$ cat src/rtl/adder_pkg.sv
// Shared constants and FSM encoding for the byte-serial arithmetic blocks.
package adder_pkg;

  localparam int BYTE_W = 8;

  localparam logic [1:0] ST_IDLE = 2'd0;
  localparam logic [1:0] ST_RUN  = 2'd1;
  localparam logic [1:0] ST_DONE = 2'd2;

endpackage

$ cat src/rtl/byte_add_unit.sv
// Combinational 8-bit adder exposing the carry into bit 7 so callers can derive
// two's-complement overflow as c7 ^ cout.
module byte_add_unit
  import adder_pkg::*;
(
  input  logic [BYTE_W-1:0] a,
  input  logic [BYTE_W-1:0] b,
  input  logic              cin,
  output logic [BYTE_W-1:0] sum,
  output logic              cout,
  output logic              c7
);

  logic [BYTE_W-1:0] lo;
  logic [1:0]        hi;

  always_comb begin
    lo   = {1'b0, a[BYTE_W-2:0]} + {1'b0, b[BYTE_W-2:0]} + {{(BYTE_W-1){1'b0}}, cin};
    c7   = lo[BYTE_W-1];
    hi   = {1'b0, a[BYTE_W-1]} + {1'b0, b[BYTE_W-1]} + {1'b0, c7};
    sum  = {hi[0], lo[BYTE_W-2:0]};
    cout = hi[1];
  end

endmodule

$ cat src/rtl/serial_add_ctrl.sv
// Byte-serial multi-precision add/subtract sequencer: one byte per cycle, LSB
// first, carry chained through a register, result shifted in from the MSB side.
module serial_add_ctrl
  import adder_pkg::*;
#(
  parameter  int NBYTES = 4,
  localparam int CNT_W  = $clog2(NBYTES),
  localparam int W      = BYTE_W * NBYTES
) (
  input  logic         clk,
  input  logic         rst_n,
  input  logic         start,
  input  logic         sub,
  input  logic         carry_in,
  input  logic [W-1:0] op_a,
  input  logic [W-1:0] op_b,
  output logic         ready,
  output logic         busy,
  output logic         done,
  output logic [W-1:0] result,
  output logic         carry_out,
  output logic         overflow
);

  logic [1:0]       state_q, state_d;
  logic [CNT_W-1:0] cnt_q, cnt_d;
  logic             carry_q, carry_d;
  logic [W-1:0]     a_q, a_d;
  logic [W-1:0]     b_q, b_d;
  logic [W-1:0]     result_q, result_d;
  logic             cout_q, cout_d;
  logic             ovf_q, ovf_d;

  logic [BYTE_W-1:0] byte_sum;
  logic              byte_cout;
  logic              byte_c7;
  logic              accept;
  logic              last_byte;

  byte_add_unit u_byte_add (
    .a    (a_q[BYTE_W-1:0]),
    .b    (b_q[BYTE_W-1:0]),
    .cin  (carry_q),
    .sum  (byte_sum),
    .cout (byte_cout),
    .c7   (byte_c7)
  );

  assign ready     = (state_q == ST_IDLE) || (state_q == ST_DONE);
  assign busy      = (state_q == ST_RUN);
  assign done      = (state_q == ST_DONE);
  assign accept    = start && ready;
  assign last_byte = (cnt_q == CNT_W'(NBYTES - 1));

  assign result    = result_q;
  assign carry_out = cout_q;
  assign overflow  = ovf_q;

  always_comb begin
    state_d  = state_q;
    cnt_d    = cnt_q;
    carry_d  = carry_q;
    a_d      = a_q;
    b_d      = b_q;
    result_d = result_q;
    cout_d   = cout_q;
    ovf_d    = ovf_q;

    if (accept) begin
      // Subtract is A + ~B + 1, so the inversion happens once at capture.
      state_d  = ST_RUN;
      cnt_d    = '0;
      a_d      = op_a;
      b_d      = sub ? ~op_b : op_b;
      carry_d  = sub ? 1'b1 : carry_in;
      result_d = '0;
      cout_d   = 1'b0;
      ovf_d    = 1'b0;
    end else if (state_q == ST_RUN) begin
      result_d = {byte_sum, result_q[W-1:BYTE_W]};
      carry_d  = byte_cout;
      a_d      = a_q >> BYTE_W;
      b_d      = b_q >> BYTE_W;
      cnt_d    = cnt_q + CNT_W'(1);
      if (last_byte) begin
        state_d = ST_DONE;
        cout_d  = byte_cout;
        ovf_d   = byte_c7 ^ byte_cout;
      end
    end else if (state_q == ST_DONE) begin
      state_d = ST_IDLE;
    end else if (state_q != ST_IDLE) begin
      state_d = ST_IDLE;
    end
  end

  always_ff @(posedge clk or negedge rst_n) begin
    if (!rst_n) begin
      state_q  <= ST_IDLE;
      cnt_q    <= '0;
      carry_q  <= 1'b0;
      a_q      <= '0;
      b_q      <= '0;
      result_q <= '0;
      cout_q   <= 1'b0;
      ovf_q    <= 1'b0;
    end else begin
      state_q  <= state_d;
      cnt_q    <= cnt_d;
      carry_q  <= carry_d;
      a_q      <= a_d;
      b_q      <= b_d;
      result_q <= result_d;
      cout_q   <= cout_d;
      ovf_q    <= ovf_d;
    end
  end

endmodule

$ cat config.mk
export PLATFORM = sky130hd
export DESIGN_NAME = serial_add_ctrl
export DESIGN_NICKNAME = d
export VERILOG_FILES = /design/src/rtl/adder_pkg.sv /design/src/rtl/byte_add_unit.sv /design/src/rtl/serial_add_ctrl.sv
export SDC_FILE = /design/constraint.sdc
export NUM_CORES = 1
export LEC_CHECK = 0
export BUFFER_PORTS_ARGS = -buffer_cell sky130_fd_sc_hd__buf_4
export CORE_ASPECT_RATIO = 1.5
export CORE_MARGIN = 3
export CORE_UTILIZATION = 25
export DETAILED_ROUTE_END_ITERATION = 8
export GPL_TIMING_DRIVEN = 0
export SLEW_MARGIN = 20
export SYNTH_ARGS = -nofsm -noshare
export SYNTH_HDL_FRONTEND = slang
export SYNTH_SLANG_ARGS = --single-unit
export TNS_END_PERCENT = 30
$ cat constraint.sdc
create_clock -name clk -period 5 [get_ports clk]
set_input_delay 0.75 -clock clk [delete_from_list [all_inputs] [get_ports clk]]
set_output_delay 0.75 -clock clk [all_outputs]
set_load 0.02 [all_outputs]
After elaboration in Yosys (flattened, before gate mapping)
Cells that the tools add are included.

Bits in registers: 103. Input port bits: 69. Output and inout bits: 37. Word-level logic and storage cells: 51.

Add/sub/neg operators: 5. Equal/unequal tests: 4. Mux-type cells: 23. Bitwise operators: 2. Reductions and logical operators: 9.

Operator list (number): $mux W32 (7); $not A32 Y32 (1); $mux W2 (7); $mux W1 (9); $add A7 B7 Y8 (1); $add A8 B1 Y8 (1); $reduce_bool A2 Y1 (3); $eq A2 B2 Y1 const B (2); $reduce_and A2 Y1 (2); $reduce_bool A4 Y1 (1); $ne A3 B1 Y1 const B (1); $add A1 B1 Y2 (1); $add A2 B1 Y2 (1); $add A2 B1 Y2 const B (1); $eq A2 B1 Y1 const B (1); $logic_not A2 Y1 (1); $logic_and A1 B1 Y1 (1); $logic_or A1 B1 Y1 (1); $xor A1 B1 Y1 (1).

Depth between registers and ports, before layout
Depth after elaboration: 7. Gate-level depth with buffers: 9. Depth with buffers taken out: 9.

Modules after synthesis
A second synthesis with hierarchy kept.

Cells, all modules: 427. Area total of the unflattened synthesis: 5561.6 µm².

By module, submodules not included: serial_add_ctrl (instances 1, cells an instance 385, area an instance 5227.5 µm², seq. area each 2577.5 µm²); byte_add_unit (instances 1, cells an instance 42, area an instance 334.1 µm², seq. area each 0.0 µm²).

Least setup slack after synthesis
OpenSTA, ideal clock, no wires.

Path kind: register to register. Start: register carry_q. End: register result_q[30], in the netlist result[30]. Setup time: 0.127 ns. Arrival: 2.165 ns. Required time: 4.873 ns. Path slack: 2.708 ns. Cell stages (with the launch flop): 7. Path buffers: 0. Period minus slack after synthesis: 2.292 ns. Path through: dfrtp_1 -> fa_1 -> fa_1 -> a21o_1 -> a221o_1 -> mux2i_1 -> a311o_2.

Longest elaborated chain between the ends: 3.

RTL lines: from (decl) (line serial_add_ctrl.sv:27) `logic carry_q, carry_d;`; from (signal assigned) (line serial_add_ctrl.sv:110) `carry_q <= carry_d;`; $add A8 B1 Y8 (line byte_add_unit.sv:18) `lo = {1'b0, a[BYTE_W-2:0]} + {1'b0, b[BYTE_W-2:0]} + {{(BYTE_W-1){1'b0}}, cin};`; $mux W32 (line serial_add_ctrl.sv:79) `end else if (state_q == ST_RUN) begin`; $mux W32 (line serial_add_ctrl.sv:69) `if (accept) begin`; to (signal assigned) (line serial_add_ctrl.sv:113) `result_q <= result_d;`; to (decl) (line serial_add_ctrl.sv:30) `logic [W-1:0] result_q, result_d;`.

Every way passes these cells. The select of a mux whose other input is x is not followed. A chain may end at the register's enable or synchronous reset.

Worst setup path in the final report
Ends and elaborated chain as after synthesis.

==> impl_metrics.tcl <==
set metrics [dict create \
    timing.rr.start "carry_q" \
    die_w_um 122 \
    netlist_area_um2 5070 \
    grt.total_usage_pct 13.2 \
    max_cap_violations 0 \
    synth_edf_count 0 \
    synthArstFlopShare_pct 100 \
    synth_area_per_cell_um2 10.3 \
    regArea_um2 2580 \
    routed-via-count 3920 \
    drive_gt1_share_pct 23.4 \
    ys_ff_latch 103 \
    grt_use_met1_pct 15.6 \
    htreeDepth 3 \
    cts-root-buf "clkbuf_16" \
    gp_congestion 0.834 \
    yosys_most_used_dff "dfrtp_1" \
    r2r-end "result[30]" \
    use_met3_pct 1.76 \
    num_rows 63 \
    grt_pass1_vias 4104 \
    top_usage_layer "met2" \
    ant_nets 0 \
    utilization_pct 32.7 \
    ff2ff_path_depth 6 \
    tightest_slew_ps 990 \
    rrSetupSlack_ps 2580 \
    timing.final.crit_share_pct 48.5 \
    num_antenna_cells 0 \
    required_ps 5230 \
    crit_path_top_delay_cell "fa_1" \
    total_leakage_power_nw 3.08 \
    area_delta_synth_final_pct 28.2 \
    wirelength_mm 14.1 \
    antenna_found_initial 0 \
    grt_max_degree 104 \
    start_util_pct 25.5 \
    portBuffers 104 \
    synth-warning-count 0 \
    cts_resized 0 \
    drt-initial-drc-count 148 \
    synth.area.top_cells "dfrtp_1 51%, mux2i_1 15%, o21ai_0 6.2%, nand2_1 5.2%, xor2_1 4.1%" \
    critPathMaxStageDelay_ps 480 \
    cp.arrival_ps 2650 \
    use_met2_pct 23.5 \
    dieArea_um2 22100 \
    syn_inst 492 \
    finClkSkew_ps 11.3 \
    nets 689 \
    crit_top_cell "fa_1" \
    path_clk_slew_ps 70 \
    setup.worst_path.class "reg -> reg" \
    clkSinkCount 103 \
    cts_buffer_depth 2 \
    hpwl_mm 10.8 \
    cts_setup_buffers 0 \
    via_per_inst 4.50 \
    min_period_ps 2420 \
    min_path_type "in -> async" \
    worstSetupEndpointType "register" \
    vdd_ir_drop_max_mv 0.212 \
    path_cells "fa_1, fa_1, a21o_1, a221o_1, mux2i_1, a311o_2" \
    ys_types 31 \
    clock_latency_ps 350 \
    wl_per_cell_um 16.2 \
    relSlewSlack_pct 34.0 \
    synth.largest_area_cell "dfrtp_1" \
    io_pins 106 \
    syn_nets 574 \
    fmaxAchievable_ghz 0.413 \
    rsz0062_at_grt "false" \
    nFillCells 2090 \
    drv_slew 0 \
    power.density_nw_per_um2 621 \
    finalHoldViolCount 0 \
    tns_ps 0 \
    numCtsBuffers 9 \
    cts_tree "done" \
    route.detailed.drc 0 \
    seq_area_frac_synth_pct 50.9 \
    grt_pass1_wl_mm 22.5 \
    die_h_um 180 \
    synth.top_cell.area_share_pct 50.9 \
    final_cell_mix "103 x dfrtp_1, 103 x buf_4, 77 x mux2i_1" \
    hold_buffers 0 \
    core_area_um2 19900 \
    crit_fanout 3 \
    startpoint_type "register" \
    multiInputGateArea_um2 2310 \
    finalSetupViolCount 0 \
    drtPass1Iterations 4 \
    status "finished, final reports clean" \
    overflow 0 \
]
-- synth_stat cells, types with 6 or more instances --
cell,n
a21oi_1,6
ha_1,10
o21ai_0,63
buf_2,20
xor2_1,24
xnor2_1,10
nand2_1,70
nor2_1,37
clkbuf_1,13
mux2i_1,77
dfrtp_1,103
inv_1,6
nand3_1,21
-- critical path: cells and delay by family, from the launching register on --
kind	cells	cell delay (ps)
AOI/OAI and AO/OA	3	860
adders and majority gates	2	900
DFF	1	420
muxes	1	130
-- cell type report --
class / count / share of cell area (%)
plain buffers: 34 / 2.47
clock buffers: 11 / 3.89
clock inverters: 5 / 1.00
inverters: 6 / 0.347
multi-input cells: 349 / 35.5
flip-flops and latches: 103 / 39.7
well taps: 260 / 5.01
repair buffers: 104 / 12.1
-- how the worst max path moves through the flow --
| stage | start | end | slack [ps] |
|---|---|---|---|
| 6_report | carry_q | result[30] | 2580 |
| 5_1_grt | carry_q | overflow | 2490 |
| 4_1_cts | carry_q | result[30] | 2580 |
| 3_5_place_dp | carry_q | result[30] | 2590 |
| 3_3_place_gp | carry_q | result[30] | 2600 |
| 2_1_floorplan | carry_q | result[30] | 2710 |
-- sequential cells by signal, summed over array words and instances, names as in the netlist --
name,cells
b_q,32
carry_q,1
cnt_q,2
carry_out,1
state_q,2
result,32
a_q,32
overflow,1
-- report_power, final --
part | total, mW | switching [mW] | internal [mW]
clock | 0.742 | 0.322 | 0.420
sequential | 1.46 | 0.259 | 1.20
combinational | 1.83 | 1.05 | 0.783
-- layer usage --
| layer | up-vias | wire (um) |
|---|---|---|
| li1 | 1917 | - |
| met1 | 1880 | 5700 |
| met2 | 99 | 7530 |
| met3 | 24 | 454 |
| met4 | 0 | 454 |
| met5 | - | 0 |
-- kinds of logic after synthesis --
family / count (synthesis) / share of synthesized area (%)
muxes: 77 / 15.2
DFF: 103 / 50.9
xor gates and xnor gates: 34 / 5.87
buffers and inverters: 40 / 3.60
AOI/OAI and AO/OA: 82 / 8.89
adders and majority gates: 13 / 3.65
and+or+nand+nor: 143 / 11.9
-- stage by stage --
step,area (um^2),worst slack (ps),power [mW],hold slack (ps),instances
finish,6500,2580,4.03,500,872
global route,6500,2490,4.34,528,872
CTS,6500,2580,4.09,505,872
detailed placement,6180,2590,3.34,486,856
global placement,6170,2600,3.30,483,856
floorplan,5070,2710,2.67,454,492
Power figures use the tool's default switching activity.
